==> src/rtl/pipe_stage_skid_pkg.sv <==
// Shared definitions for the skid-buffered pipeline stage: FSM encodings and default ID/EX bundle layout.
package pipe_stage_skid_pkg;

  typedef enum logic [1:0] {
    ST_EMPTY = 2'd0,
    ST_ONE   = 2'd1,
    ST_TWO   = 2'd2
  } pipe_state_e;

  // Default ID/EX bundle layout: {rd1, rd2, imm, rs1, rs2, rd, ctrl}
  localparam int unsigned WORD_W   = 16;
  localparam int unsigned REG_ID_W = 4;
  localparam int unsigned CTRL_W   = 1;
  localparam int unsigned DEF_DATA_W = 3 * WORD_W + 3 * REG_ID_W + CTRL_W;

  localparam int unsigned OFS_CTRL = 0;
  localparam int unsigned OFS_RD   = OFS_CTRL + CTRL_W;
  localparam int unsigned OFS_RS2  = OFS_RD + REG_ID_W;
  localparam int unsigned OFS_RS1  = OFS_RS2 + REG_ID_W;
  localparam int unsigned OFS_IMM  = OFS_RS1 + REG_ID_W;
  localparam int unsigned OFS_RD2  = OFS_IMM + WORD_W;
  localparam int unsigned OFS_RD1  = OFS_RD2 + WORD_W;

endpackage

==> src/rtl/pipe_skid_entry.sv <==
// One storage slot of the stage: data register plus valid bit, clearing back to the bubble value.
module pipe_skid_entry #(
  parameter int unsigned       DATA_W  = 61,
  parameter logic [DATA_W-1:0] NOP_VAL = '0
) (
  input  logic              clk,
  input  logic              rst,
  input  logic              clr,
  input  logic              wen,
  input  logic [DATA_W-1:0] d,
  output logic [DATA_W-1:0] q,
  output logic              valid
);

  // Clear beats write so a flush always leaves a clean bubble.
  always_ff @(posedge clk) begin
    if (rst || clr) begin
      q     <= NOP_VAL;
      valid <= 1'b0;
    end else if (wen) begin
      q     <= d;
      valid <= 1'b1;
    end
  end

endmodule

==> src/rtl/pipe_stage_skid.sv <==
// Pipeline-stage register with a 2-entry skid buffer, flush-to-bubble and a saturating stall counter.
module pipe_stage_skid
  import pipe_stage_skid_pkg::*;
#(
  parameter int unsigned       DATA_W  = DEF_DATA_W,
  parameter logic [DATA_W-1:0] NOP_VAL = {DATA_W{1'b0}},
  parameter int unsigned       CNT_W   = 16
) (
  input  logic              clk,
  input  logic              rst,
  input  logic              flush,
  input  logic              in_valid,
  output logic              in_ready,
  input  logic [DATA_W-1:0] in_data,
  output logic              out_valid,
  input  logic              out_ready,
  output logic [DATA_W-1:0] out_data,
  output logic [1:0]        occupancy,
  output logic [CNT_W-1:0]  stall_cnt,
  output logic [1:0]        dbg_state
);

  // Handshake: a beat moves on a side only in a cycle where its valid and ready are both high;
  // valid never depends on ready, and every output here comes straight from a register.

  pipe_state_e       state_q, state_d;
  logic [DATA_W-1:0] main_q, skid_q, main_d;
  logic              main_v, skid_v;
  logic              main_wen, main_clr, skid_wen, skid_clr;
  logic              acc, con;
  logic [CNT_W-1:0]  stall_q;

  assign in_ready  = ~skid_v;
  assign out_valid = main_v;
  assign out_data  = main_q;
  assign occupancy = 2'(main_v) + 2'(skid_v);
  assign stall_cnt = stall_q;
  assign dbg_state = state_q;

  assign acc = in_valid & in_ready;
  assign con = out_valid & out_ready;

  always_ff @(posedge clk) begin
    if (rst) state_q <= ST_EMPTY;
    else     state_q <= state_d;
  end

  always_comb begin
    state_d  = state_q;
    main_d   = in_data;
    main_wen = 1'b0;
    main_clr = 1'b0;
    skid_wen = 1'b0;
    skid_clr = 1'b0;
    if (flush) begin
      state_d  = ST_EMPTY;
      main_clr = 1'b1;
      skid_clr = 1'b1;
    end else begin
      unique case (state_q)
        ST_EMPTY: begin
          if (acc) begin
            main_wen = 1'b1;
            state_d  = ST_ONE;
          end
        end
        ST_ONE: begin
          if (acc && con) begin
            main_wen = 1'b1;
          end else if (acc) begin
            skid_wen = 1'b1;
            state_d  = ST_TWO;
          end else if (con) begin
            main_clr = 1'b1;
            state_d  = ST_EMPTY;
          end
        end
        ST_TWO: begin
          // Skid drains into main so the older entry always leaves first.
          if (con) begin
            main_d   = skid_q;
            main_wen = 1'b1;
            skid_clr = 1'b1;
            state_d  = ST_ONE;
          end
        end
        default: begin
          state_d  = ST_EMPTY;
          main_clr = 1'b1;
          skid_clr = 1'b1;
        end
      endcase
    end
  end

  pipe_skid_entry #(.DATA_W(DATA_W), .NOP_VAL(NOP_VAL)) u_main (
    .clk   (clk),
    .rst   (rst),
    .clr   (main_clr),
    .wen   (main_wen),
    .d     (main_d),
    .q     (main_q),
    .valid (main_v)
  );

  pipe_skid_entry #(.DATA_W(DATA_W), .NOP_VAL(NOP_VAL)) u_skid (
    .clk   (clk),
    .rst   (rst),
    .clr   (skid_clr),
    .wen   (skid_wen),
    .d     (in_data),
    .q     (skid_q),
    .valid (skid_v)
  );

  always_ff @(posedge clk) begin
    if (rst) begin
      stall_q <= '0;
    end else if (out_valid && !out_ready && (stall_q != {CNT_W{1'b1}})) begin
      stall_q <= stall_q + CNT_W'(1);
    end
  end

endmodule

==> config.mk <==
export PLATFORM = sky130hd
export DESIGN_NAME = pipe_stage_skid
export DESIGN_NICKNAME = d
export VERILOG_FILES = /design/src/rtl/pipe_stage_skid_pkg.sv /design/src/rtl/pipe_skid_entry.sv /design/src/rtl/pipe_stage_skid.sv
export SDC_FILE = /design/constraint.sdc
export NUM_CORES = 1
export LEC_CHECK = 0
export ABC_AREA = 1
export ABC_CLOCK_PERIOD_IN_PS = 1500
export BUFFER_PORTS_ARGS = -buffer_cell sky130_fd_sc_hd__buf_2
export CAP_MARGIN = 20
export CORE_MARGIN = 1
export CORE_UTILIZATION = 50
export DETAILED_ROUTE_END_ITERATION = 12
export GPL_TIMING_DRIVEN = 0
export MAX_ROUTING_LAYER = met4
export PLACE_DENSITY = 0.77
export SYNTH_ARGS = -nofsm -noshare
export SYNTH_HDL_FRONTEND = slang
export SYNTH_HIERARCHICAL = 1
export SYNTH_SLANG_ARGS = --single-unit
==> constraint.sdc <==
create_clock -name clk -period 1.5 [get_ports clk]
set_input_delay 0.3 -clock clk [delete_from_list [all_inputs] [get_ports clk]]
set_output_delay 0.3 -clock clk [all_outputs]
set_load 0.1 [all_outputs]
---- Word-level counts from Yosys, hierarchy flattened ----
Index checks and enable logic that the tools add are counted.
cells by class
  add/sub/neg operators ................... 2
  eq/ne operators ......................... 7
  muxes and demuxes ....................... 23
  bitwise logic cells ..................... 3
  reduce and logical (&&, ||, !) cells .... 11
operators by type and width
  operator                 count
  $mux W61                 3
  $add A16 B1 Y16 const B  1
  $ne A16 B16 Y1 const B   1
  $mux W1                  11
  $mux W2                  5
  $ne A2 B2 Y1 const B     3
  $pmux W2 S3              1
  $reduce_or A2 Y1         3
  $pmux W1 S2              2
  $reduce_and A4 Y1        1
  $logic_and A1 B1 Y1      3
  $ne A3 B3 Y1 const B     1
  $pmux W1 S3              1
  $add A1 B1 Y2            1
  $and A1 B1 Y1            2
  $eq A2 B1 Y1 const B     1
  $eq A2 B2 Y1 const B     1
  $logic_not A2 Y1         1
  $logic_or A1 B1 Y1       2
  $logic_not A1 Y1         1
  $not A1 Y1               1
word-level totals
  flip-flop bits (word level) ............. 142
  input port bits ......................... 66
  output and inout port bits .............. 83
  logic and storage cells ................. 52

---- Depth between registers and ports, before layout ----
  depth in word-level cells ............... 7
  gate-level depth with buffers ........... 12
  depth with buffers taken out ............ 10

---- By module ----
The synthesis kept the hierarchy.
by module, submodules not included
  module           times used  cells each  area an instance (um^2)  sequential area each (um^2)
  pipe_skid_entry  2           389         2532.4                   1241.2
  pipe_stage_skid  1           381         2039.5                   360.3

---- Least setup slack after synthesis ----
No wires, ideal clock.
  path kind ............................... flip-flop to flip-flop
  start point ............................. register u_main.valid
  end point ............................... register u_main.q[51]
  setup time .............................. 0.118 ns
  arrival ................................. 2.194 ns
  required time ........................... 1.382 ns
  setup slack ............................. -0.811 ns
  stages on the path, launching flop included .. 13
  path buffers ............................ 2
  period minus slack after synthesis ...... 2.311 ns
  path through ............................ dfxtp_1 > nand2_1 > nor3_2 > inv_2 > or2_4 > buf_6 > buf_6 > nand2_1 > o21ai_2 > inv_1 > nand2_1 > nand2_1 > nor2_1
between the ends
  elaborated cells between the ends (all ways) .. 14
  those cells by class .................... mux: 11; bitwise: 1; reduce/logical: 2
RTL lines
  element                 RTL line               source
  from (decl)             pipe_skid_entry.sv:12  output logic valid
  from (signal assigned)  pipe_skid_entry.sv:19  valid <= 1'b0;
  from (signal assigned)  pipe_skid_entry.sv:22  valid <= 1'b1;
  $and A1 B1 Y1           pipe_stage_skid.sv:41  assign con = out_valid & out_ready;
  $mux W61                pipe_stage_skid.sv:80  if (con) begin
  $mux W61                pipe_stage_skid.sv:60  unique case (state_q)
  $mux W61                pipe_stage_skid.sv:55  if (flush) begin
  named net main_d[51]    pipe_stage_skid.sv:27  logic [DATA_W-1:0] main_q, skid_q, main_d;
  to (signal assigned)    pipe_skid_entry.sv:18  q <= NOP_VAL;
  to (signal assigned)    pipe_skid_entry.sv:21  q <= d;
  to (decl)               pipe_skid_entry.sv:11  output logic [DATA_W-1:0] q,
The timed path passes the listed nets, and every way through them passes these cells.
A chain may end at the register's enable or synchronous reset.

---- Worst setup path after layout ----
  start point ............................. register state_q[0], in the netlist dbg_state[0]
  end point ............................... register u_main.q[15]
between the ends
  elaborated cells between the ends (all ways) .. 11
  those cells by class .................... eq/ne: 2; mux: 6; reduce/logical: 3
RTL lines
  element                 RTL line               source
  from (decl)             pipe_stage_skid.sv:26  pipe_state_e state_q, state_d;
  from (signal assigned)  pipe_stage_skid.sv:45  else state_q <= state_d;
  $eq A2 B2 Y1            pipe_stage_skid.sv:60
  $mux W61                pipe_stage_skid.sv:60
  $mux W61                pipe_stage_skid.sv:55
  named net main_d[15]    pipe_stage_skid.sv:27
The timed path passes the listed nets, and every way through them passes these cells.

==> flow_metrics.tcl <==
set metrics [dict create \
    status "finished, violations left" \
    violations "negative setup slack" \
    synth_cells 1159 \
    grt_pass1_wl_mm 28.6 \
    worst-path-max-fanout 7 \
    grt_antenna_before_repair 0 \
    met2_usage_pct 41.3 \
    cp-start-kind "register" \
    synth.yosys.seq_area_share_pct 40.0 \
    criticalPathCategory "register to register" \
    die_w_um 121 \
    fp.coreArea_sq_um 13900 \
    cts_tree "built" \
    grt_remaining_overflow 0 \
    ir_worst_vdd_mv 0.706 \
    postCtsHoldBufs 0 \
    drtIter0Drc 380 \
    start_util_pct 51.2 \
    synth-seq-cells 142 \
    grtUsageMet3_pct 4.37 \
    power_density_nw_per_um2 958 \
    track_usage_pct 25.3 \
    wl_per_cell_um 12.3 \
    drv_cap 0 \
    fin_crit_sh_pct 114 \
    hold_viol 0 \
    drive_gt1_share_pct 29.4 \
    end_kind "register" \
    dp_hpwl_mm 11.8 \
    max_freq_mhz 587 \
    cts_root_buffer "clkbuf_16" \
    clkSinkCount 142 \
    yosysUniqueCellTypes 29 \
    fin_nets 1422 \
    report.final.setup_viol 123 \
    syn2layout_area_growth_pct 41.3 \
    numCtsBuffers 17 \
    vias_per_cell 4.66 \
    synth.yosys.warnings 6 \
    via_count 7207 \
    grt_max_degree 17 \
    gp_congestion 0.899 \
    hold_class "primary input to register" \
    h-tree-depth 4 \
    final_core_util_pct 72.3 \
    maxSlewHeadroom_pct 67.8 \
    grt-busiest-layer "met2" \
    clk_latency_ps 430 \
    cp.required_ps 1820 \
    rows 43 \
    use_met1_pct 31.1 \
    slew_violations 0 \
    ant_nets 0 \
    avgSynthCellArea_sq_um 6.13 \
    arrival_ps 2020 \
    diodes 0 \
    die_area_sq_um 14700 \
    syn-cell-area_sq_um 7100 \
    rsz0062_at_grt "yes" \
    grt_pass1_vias 6177 \
    finClkSkew_ps 11.6 \
    setup_slack_ps -203 \
    worst_slew_pin_slew_ps 487 \
    wl_mm 19.1 \
    portBuffers 148 \
    layout.cells.non_filler 1547 \
    dp_slack_ps -253 \
    first_pass_iters 5 \
    ios 149 \
    die_h_um 121 \
    cts.path.max_buffers 2 \
    dp_cells 1487 \
    cts.clk_slew.worst_paths_ps 60 \
    period_minus_slack_ps 1700 \
    syn_nets 1227 \
    drc_errors 0 \
    p_leak_uw 0.00467 \
]
[critical path, cell delays in order, from the launching register on]
cell     delay [ps]
dfxtp_4         370
nor3_4          200
inv_2            60
or2_4           290
buf_12          180
buf_8           140
nand2_4          60
o21ai_2          50
inv_1            60
nand2_1          50
nand2_1          80
nor2_1           40
[repair_timing]
item                                    in CTS  in global routing
buffers inserted                             9                  8
endpoints found under the setup margin     156                174
pin swaps                                    5                 12
cloned                                       6                  6
gates resized for setup                    118                141
[cell usage in the layout, fill, tap and decap left out, drive strengths merged]
master | netlist | routed
nand2 | 356 | 356
nor2 | 298 | 298
inv | 203 | 204
buf | 51 | 183
dfxtp | 142 | 142
clkbuf | 4 | 70
o21ai | 66 | 66
nand3 | 12 | 12
a21oi | 8 | 8
clkinv | 0 | 6
nor3 | 5 | 5
nand4 | 3 | 3
bufinv | 0 | 2
o21a | 2 | 2
ha | 2 | 2
or2 | 1 | 1
nor4 | 1 | 1
nor2b | 1 | 1
nor3b | 1 | 1
a211oi | 1 | 1
and2 | 1 | 1
a31oi | 1 | 1
clkinvlp | 0 | 1
[cells in the mapped netlist (all sizes together)]
library cell  instances  area, sq um
a211oi                1         7.51
a21oi                 8         40.0
a31oi                 1         6.26
and2                  1         6.26
buf                  51          365
clkbuf                4         15.0
dfxtp               142         2840
ha                    2         25.0
inv                 203          762
nand2               356         1340
nand3                12         60.1
nand4                 3         18.8
nor2                298         1140
nor2b                 1         6.26
nor3                  5         30.0
nor3b                 1         7.51
nor4                  1         6.26
o21a                  2         15.0
o21ai                66          409
or2                   1         8.76
[logic make-up after synthesis]
family / count (synthesis) / synth area share, %
DFF: 142 / 40.0
adders and majority gates: 2 / 0.352
buffers and inverters: 258 / 16.1
AOI/OAI and AO/OA: 78 / 6.73
and+or+nand+nor: 679 / 36.8
[metal layers]
metal	vias up	share of wire, %
li1	3777	-
met1	3231	44
met2	170	50
met3	29	4.5
met4	0	1.5
met5	-	0
[report_power, final]
group / switching (uW) / internal [uW]
logic: 1000 / 490
clock network: 1590 / 2660
registers: 45.0 / 3820
total: 2640 / 6980
[worst paths after layout]
kind / start / slack (ps) / cells after the start / endpoint
setup / recovery: dbg_state[0]$_SDFFE_PP0P_ / -200 / 11 / u_main/q[15]$_SDFFE_PP0P_
hold / removal: in_data[43] / 180 / 5 / u_skid/q[43]$_SDFFE_PP0P_
setup reg to reg: dbg_state[0]$_SDFFE_PP0P_ / -200 / 11 / u_main/q[15]$_SDFFE_PP0P_
hold reg to reg: u_main/q[37]$_SDFFE_PP0P_ / 470 / 2 / u_main/q[37]$_SDFFE_PP0P_
[through the flow]
stage / total power, uW / area (sq um) / hold WS (ps) / setup TNS [ps]
after detailed placement: 5220 / 8190 / 459 / -25210
final: 9620 / 10000 / 181 / -12170
after global routing: 9990 / 10000 / 193 / -23190
after CTS: 9540 / 9360 / 169 / -13410
after floorplan: 4930 / 7220 / 439 / -13470
after global placement: 5200 / 8190 / 452 / -22120
[registers in the layout, indices dropped and copies added, names as in the netlist]
signal	count
dbg_state	2
stall_cnt	16
u_main/q	61
u_main/valid	1
u_skid/q	61
u_skid/valid	1
[layout make-up]
type / instances / area [sq um]
Buffer: 54 / 569
Inverter: 203 / 764
Clock buffer: 22 / 495
Tap cell: 180 / 225
Multi-Input combinational cell: 759 / 3540
Fill cell: 1112 / 3840
Clock inverter: 10 / 108
Timing Repair Buffer: 177 / 1420
Sequential cell: 142 / 2910
Power figures use the tool's default switching activity.
